$ cat config.mk
export PLATFORM = sky130hd
export DESIGN_NAME = reorder_buffer
export DESIGN_NICKNAME = d
export VERILOG_FILES = /design/src/rtl/reorder_buffer.sv
export SDC_FILE = /design/constraint.sdc
export NUM_CORES = 2
export LEC_CHECK = 0
export BUFFER_PORTS_ARGS = -buffer_cell sky130_fd_sc_hd__buf_2
export CAP_MARGIN = 25
export CORE_AREA = 2 2 470 355
export CTS_CLUSTER_DIAMETER = 30
export DETAILED_ROUTE_END_ITERATION = 7
export DIE_AREA = 0 0 472 357
export GPL_TIMING_DRIVEN = 0
export PLACE_DENSITY_LB_ADDON = 0.1
export SLEW_MARGIN = 20
export SYNTH_ARGS = -nofsm -noshare
export SYNTH_HDL_FRONTEND = slang
export SYNTH_SLANG_ARGS = --single-unit
$ cat constraint.sdc
create_clock -name clk -period 8.9 [get_ports clk]
set_input_delay 1.78 -clock clk [delete_from_list [all_inputs] [get_ports clk]]
set_output_delay 1.78 -clock clk [all_outputs]
set_load 0.05 [all_outputs]
$ cat src/rtl/reorder_buffer.sv
// 16-entry circular reorder buffer: allocates entries on issue, captures
// CDB results, retires in order one entry per cycle and raises a one-cycle
// flush when a mispredicted branch retires.
module reorder_buffer #(
    parameter int ROB_SIZE = 16,
    parameter int POS_W    = 4
) (
    input  logic             clk,
    input  logic             rst,
    input  logic             rdy,
    input  logic             issue_valid,
    input  logic [4:0]       issue_rd,
    input  logic             issue_is_branch,
    output logic [POS_W-1:0] issue_ROB_pos,
    output logic             rob_full,
    output logic             update_valid,
    output logic [POS_W-1:0] update_ROB_pos,
    output logic [4:0]       update_rd,
    input  logic             cdb_valid,
    input  logic [POS_W-1:0] cdb_ROB_pos,
    input  logic [31:0]      cdb_val,
    input  logic             cdb_mispredict,
    input  logic [31:0]      cdb_target_pc,
    input  logic [POS_W-1:0] query_pos1,
    input  logic [POS_W-1:0] query_pos2,
    output logic             query_ready1,
    output logic             query_ready2,
    output logic [31:0]      query_val1,
    output logic [31:0]      query_val2,
    output logic             commit_valid,
    output logic [POS_W-1:0] commit_ROB_pos,
    output logic [4:0]       commit_rd,
    output logic [31:0]      commit_val,
    output logic             rob_clear,
    output logic [31:0]      clear_pc
);

    logic [ROB_SIZE-1:0] busy;
    logic [ROB_SIZE-1:0] ready;
    logic [ROB_SIZE-1:0] is_branch;
    logic [ROB_SIZE-1:0] mispredict;
    logic [4:0]          rd_q     [ROB_SIZE];
    logic [31:0]         val_q    [ROB_SIZE];
    logic [31:0]         target_q [ROB_SIZE];

    logic [POS_W-1:0] head;
    logic [POS_W-1:0] tail;
    logic [POS_W:0]   count;

    logic issue_accept;
    logic commit_fire;
    logic flush_fire;
    logic cdb_take;

    assign rob_full       = (count == (POS_W+1)'(ROB_SIZE));
    assign issue_accept   = issue_valid & ~rob_full & rdy & ~rst & ~rob_clear;
    assign commit_fire    = rdy & ~rst & ~rob_clear & (count != '0) & busy[head] & ready[head];
    assign flush_fire     = commit_fire & mispredict[head];
    assign cdb_take       = cdb_valid & ~rob_clear & busy[cdb_ROB_pos];

    assign issue_ROB_pos  = tail;
    assign update_valid   = issue_accept;
    assign update_ROB_pos = tail;
    assign update_rd      = issue_rd;

    // Operand forwarding: a result on the CDB this cycle beats the stored copy
    always_comb begin
        query_ready1 = ready[query_pos1];
        query_val1   = val_q[query_pos1];
        query_ready2 = ready[query_pos2];
        query_val2   = val_q[query_pos2];
        if (cdb_valid && (cdb_ROB_pos == query_pos1)) begin
            query_ready1 = 1'b1;
            query_val1   = cdb_val;
        end
        if (cdb_valid && (cdb_ROB_pos == query_pos2)) begin
            query_ready2 = 1'b1;
            query_val2   = cdb_val;
        end
    end

    // Entry state, pointers and registered retire/flush outputs
    always_ff @(posedge clk) begin
        if (rst) begin
            busy           <= '0;
            ready          <= '0;
            is_branch      <= '0;
            mispredict     <= '0;
            head           <= '0;
            tail           <= '0;
            count          <= '0;
            commit_valid   <= 1'b0;
            commit_ROB_pos <= '0;
            commit_rd      <= '0;
            commit_val     <= '0;
            rob_clear      <= 1'b0;
            clear_pc       <= '0;
        end else if (rdy) begin
            commit_valid <= commit_fire;
            rob_clear    <= flush_fire;
            if (commit_fire) begin
                commit_ROB_pos <= head;
                commit_rd      <= rd_q[head];
                commit_val     <= val_q[head];
            end
            if (flush_fire) begin
                // Flush discards everything, including any same-cycle issue or CDB write
                clear_pc   <= target_q[head];
                busy       <= '0;
                ready      <= '0;
                mispredict <= '0;
                head       <= '0;
                tail       <= '0;
                count      <= '0;
            end else begin
                if (cdb_take) begin
                    ready[cdb_ROB_pos]      <= 1'b1;
                    val_q[cdb_ROB_pos]      <= cdb_val;
                    mispredict[cdb_ROB_pos] <= cdb_mispredict & is_branch[cdb_ROB_pos];
                    target_q[cdb_ROB_pos]   <= cdb_target_pc;
                end
                // Issue is written after the CDB so it wins on a shared position
                if (issue_accept) begin
                    busy[tail]       <= 1'b1;
                    ready[tail]      <= 1'b0;
                    is_branch[tail]  <= issue_is_branch;
                    mispredict[tail] <= 1'b0;
                    rd_q[tail]       <= issue_rd;
                    tail             <= tail + POS_W'(1);
                end
                if (commit_fire) begin
                    busy[head] <= 1'b0;
                    head       <= head + POS_W'(1);
                end
                unique case ({issue_accept, commit_fire})
                    2'b10:   count <= count + (POS_W+1)'(1);
                    2'b01:   count <= count - (POS_W+1)'(1);
                    default: count <= count;
                endcase
            end
        end
    end

endmodule

Yosys cells after proc, flatten, opt, wreduce, memory -nomap -nowiden
Memories as Yosys holds them, arrays and structs flattened. A register that Yosys moved wholly into a read port is not among the register bits. Cells that the tools add are included. Widths: inputs -> output; s select.

Register bits after elaboration: 83. RAM bits: 1104. Output and inout bits: 156. Memories kept: 3. Word-level logic and storage cells: 129.

Multiplexer cells: 60. Bitwise operators: 24. Add/subtract/negate cells: 4. Magnitude comparators: 8. Equal/unequal tests: 5. Reduce and logical (&&, ||, !) cells: 15.

Memories: target_q (depth 16, width 32, read ports 1, clocked after memory_dff 1, wr ports 1, line 44) `logic [31:0] target_q [ROB_SIZE];`; val_q (depth 16, width 32, read ports 3, clocked after memory_dff 1, wr ports 1, line 43) `logic [31:0] val_q [ROB_SIZE];`; rd_q (depth 16, width 5, read ports 1, clocked after memory_dff 1, wr ports 1, line 42) `logic [4:0] rd_q [ROB_SIZE];`.

Operators by type and width (number): $mux 16 (18); $mux 32 (2); $and 16x16->16 (3); $bwmux 16 (2); $not 16->16 (2); $or 16x16->16 (2); $bmux 1 s4 (7); $lt 4x5->1 const B (5); $mux 1 (22); $mux 4 (4); $and 1x1->1 (13); $demux 1 s4 (3); $ge 4x1->1 const B (3); $pmux 5 s2 (1); $reduce_and 2->1 (5); $add 4x1->4 const B (2); $eq 4x4->1 (2); $add 5x1->5 const B (1); $eq 5x5->1 const B (1); $logic_and 1x1->1 (5); $mux 5 (1); $reduce_bool 5->1 (1); $sub 5x1->5 const B (1); $not 1->1 (4); 5 further kinds (6).

Logic depth before layout (Yosys ltp)
Depth after elaboration: 13. Mapped depth: 16. Gate-level depth less buffers: 13.

Least setup slack after synthesis
OpenSTA, ideal clock, no wires.

Path type: input to register. Start: input cdb_ROB_pos[1]. End: memory target_q[2][0] (enable). Slack: 818 ps. Required time: 8335 ps. Data arrival time: 7518 ps. Stages on the path: 8. Cell sequence: clkbuf_1 -> clkbuf_1 -> mux4_2 -> mux4_2 -> nand3_1 -> nor2_2 -> nand2_1 -> nor3_1.

Cells in the longest elaborated chain, start to end: 8.

RTL lines: from (decl) (line 20) `input logic [POS_W-1:0] cdb_ROB_pos,`; $bmux 1 s4 (line 59) `assign cdb_take = cdb_valid & ~rob_clear & busy[cdb_ROB_pos];`; $mux 1 (implied by the code) (line 59); $and 1x1->1 (line 59); $mux 1 (line 116) `if (cdb_take) begin`; $mux 1 (line 106) `if (flush_fire) begin`; $mux 1 (line 98) `end else if (rdy) begin`; $mux 1 (line 84) `if (rst) begin`; $mux 1 (implied by the code) (line 120) `target_q[cdb_ROB_pos] <= cdb_target_pc;`; to (decl) (line 44).

Several ways; a longest one is shown, not always the timed one. The select of a mux whose other input is x is not followed.

Final worst setup path
Start: input query_pos1[0]. End: output query_val1[7].

Cells in the longest elaborated chain, start to end: 3. Elaborated cells on any way between the ends: 4. Classes of those cells: eq/ne (1); mux (1); reduce/logical (1); memory (1).

RTL lines: from (decl) (line 24) `input logic [POS_W-1:0] query_pos1,`; parallel branches: the longest is 2 deep, another holds $mem_v2 16x32; $mux 32 * (line 72) `if (cdb_valid && (cdb_ROB_pos == query_pos1)) begin`; to (decl) (line 28) `output logic [31:0] query_val1,`.

Every way passes the cells marked *.

==> results.yml <==
status:
  status: "finished clean"
route:
  post_drt_wl_per_cell_microns: 34.2
  post-route-drc-count: 0
  dr_total_vias: 35100
  avgViaCountPerCell: 5.88
  route.antenna.remaining_nets: 0
  finalWirelength_microns: 205000
  dr.pass1.iters: 6
  initial_drc_count: 4175
die:
  row_count: 129
  area_of_the_die_sq_um: 169000
  core_region_area_sq_um: 164000
  floorplan.initialDensity_pct: 34.8
  boundaryPins: 244
  die_width_microns: 472
  die_h_microns: 357
yosys:
  synth_ff_type: "edfxtp_1"
  synth.yosys.warnings: 0
  avgSynthCellArea_sq_um: 19.6
  synth-seq-cells: 1256
  yosys.cell_types.count: 60
  synth_edf_count: 1104
  syn-num-nets: 3007
  postSynth.asyncResetShare_pct: 0
  post_synth_inst_count: 2909
  synth_seq_area_share_pct: 63.4
  syn_area_sq_um: 57100
worst_hold_path:
  min_path_type: "reg2reg"
power_and_ir_drop:
  p_leak_nw: 23.9
  vdd_ir_drop_max_v: 0.000198
  combPwrFrac_pct: 4.2
  power_frac_seq_pct: 35.8
  design_power_total_w: 0.0179
  cellPowerDensity_nw_per_um2: 245
  swShare_pct: 21.5
  clkPwrFrac_pct: 60.0
  power.switching_w: 0.00385
  p_int_w: 0.0141
global_route:
  grt_max_degree: 19
  first_global_vias: 36200
  grt_first_pass_wirelength_microns: 280000
  grt_usage_pct: 24.1
  grt_remaining_overflow: 0
  antenna_found_initial: 20
clock_tree:
  clkLatencyLatePin_ns: 0.90
  postCtsSetupRepairBufs: 0
  cts_root_buf: "clkbuf_16"
  clk_pin_slew_worst_paths_ns: 0.04
  cts_htree_levels: 5
  cts-root-to-sink-buffers: 4
  cts-resized-gates: 0
  holdBufCountCts: 0
  cts-buffers-inserted: 302
  tritoncts: "done"
  clock_sinks: 1256
run:
  maxCapViolations: 0
placement:
  port_buffers: 230
  gp_congestion: 0.862
  hpwl_microns: 142000
timing:
  layout_worst_path_cycle_share_pct: 81.0
  worst_pin_slew_ns: 1.16
  hold_ws_ns: 0.451
  max_clock_freq_ghz: 0.139
  report.final.setup_viol: 0
  grt_setup_unrepaired: "no"
  final-max-slew-violation-count: 0
  slew_headroom_pct: 22.4
  final-hold-violation-count: 0
  period_minus_slack_ns: 7.21
  timing.clock.skew_ns: 0.0521
worst_setup_path:
  critical_path_required_ns: 7.12
  arr_time_crit_path_ns: 5.43
  critical_path.startpoint_type: "primary input"
  critical-path-top-delay-family: "buffers and inverters"
  critical_path.endpoint_type: "output pin"
  timing.critical_path.fanout_max: 10
  worst_path_max_delay_cell: "clkbuf_1"
  most_numerous_cell_on_the_critical_path: "buf_2"
  critical_path_buf_inv_count: 6
  cp_slowest_stage_delay_ns: 0.79
  critical_path.cell_chain: "clkbuf_1, clkbuf_1, buf_2, xor2_1, nor4_4, buf_6, buf_2, mux2_2, buf_2"
  kind_of_critical_path: "in2out"
finish:
  syn_to_final_growth_pct: 28.3
  layout_commonest_cell: "edfxtp_1"
  layout_cell_share_with_drive_strength_beyond_1_pct: 45.5
  commonest_cells_after_routing_fill_and_taps_aside: "edfxtp_1, mux4_2, buf_2, clkbuf_16, nand2_1"
  fin_nets: 3686
[synth_stat cells (8+ instances only)]
cell / instances / area (sq um)
a21oi_1: 130 / 651
a31oi_1: 16 / 100
a32o_1: 14 / 140
buf_1: 34 / 128
buf_2: 66 / 330
buf_4: 11 / 82.6
clkbuf_1: 128 / 480
dfxtp_1: 152 / 3040
edfxtp_1: 1104 / 33200
ha_1: 10 / 125
inv_1: 10 / 37.5
mux2_2: 65 / 732
mux2i_1: 14 / 140
mux4_2: 692 / 15600
nand2_1: 205 / 769
nand2b_1: 10 / 62.6
nand3_1: 18 / 90.1
nand3b_1: 15 / 113
nor2_1: 56 / 210
nor2b_1: 9 / 56.3
nor3_1: 19 / 95.1
nor3b_1: 11 / 82.6
o21ai_0: 41 / 205
xnor2_1: 9 / 78.8
xor2_1: 8 / 70.1
[state kept, by name, summed over array words and instances (netlist names)]
name,count
commit_val,32
count,5
rob_clear,1
val_q,512
head,4
commit_rd,5
commit_valid,1
mispredict,16
ready,16
issue_ROB_pos,4
commit_ROB_pos,4
clear_pc,32
busy,16
rd_q,80
target_q,512
is_branch,16
[cell type report]
type                            count  area (sq um)
Timing Repair Buffer              375          3390
Buffer                            244          1140
Clock buffer                      372          8140
Antenna cell                        5          12.5
Sequential cell                  1256         36200
Tap cell                         2161          2700
Multi-Input combinational cell   1397         19900
Inverter                           12          45.0
Clock inverter                    155          1760
Fill cell                       14000         90700
[power by group through the flow]
stage | combinational, W | clock [W] | sequential [W]
floorplan | 0.000440 | 0 | 0.00653
global placement | 0.000725 | 0 | 0.00653
detailed placement | 0.000747 | 0 | 0.00653
CTS | 0.000750 | 0.0109 | 0.00642
global route | 0.000782 | 0.0112 | 0.00642
finish | 0.000751 | 0.0108 | 0.00642
[metrics by stage]
step,instance area (sq um),instances,setup TNS [ns],setup slack (ns),util [%]
finish,73300,5977,0,1.69,44.7
global route,73300,5976,0,1.55,44.7
CTS,73200,5963,0,1.67,44.6
detailed placement,63300,5436,0,1.69,38.6
floorplan,57100,2909,0,0.818,-
global placement,61000,5300,-4547.68,-7.69,37.2
[kinds of logic after synthesis]
kind of cell	synth area share, %
mux	28.9
simple gates	3.02
compound gates	2.29
fa+ha+maj	0.219
buf+inv	1.98
flops	63.4
xor+xnor	0.261
[layer usage]
| layer | GRT usage (%) | wire length (microns) | vias to the layer above |
|---|---|---|---|
| met1 | 32.8 | 85900 | 19000 |
| li1 | - | - | 13900 |
| met2 | 37.4 | 94900 | 1837 |
| met4 | 9.05 | 6690 | 2 |
| met5 | 0 | 8 | - |
| met3 | 6.05 | 17100 | 416 |
[worst min-delay path, cell delays in order, from the launching register on]
cell and delay (ns):
dfxtp_1 0.30, nand2_1 0.05, a21oi_1 0.05
[path summary, 6_finish.rpt]
check / startpoint / endpoint / slack (ns) / cells past startpoint
worst max-delay path: query_pos1[0] / query_val1[7] / 1.69 / 9
worst min-delay path: commit_val[24] / commit_val[24] / 0.45 / 2
worst max register to register: rob_clear / target_q[3][29] / 3.99 / 16
worst min register to register: commit_val[24] / commit_val[24] / 0.45 / 2
(Power assumes the default switching activity.)
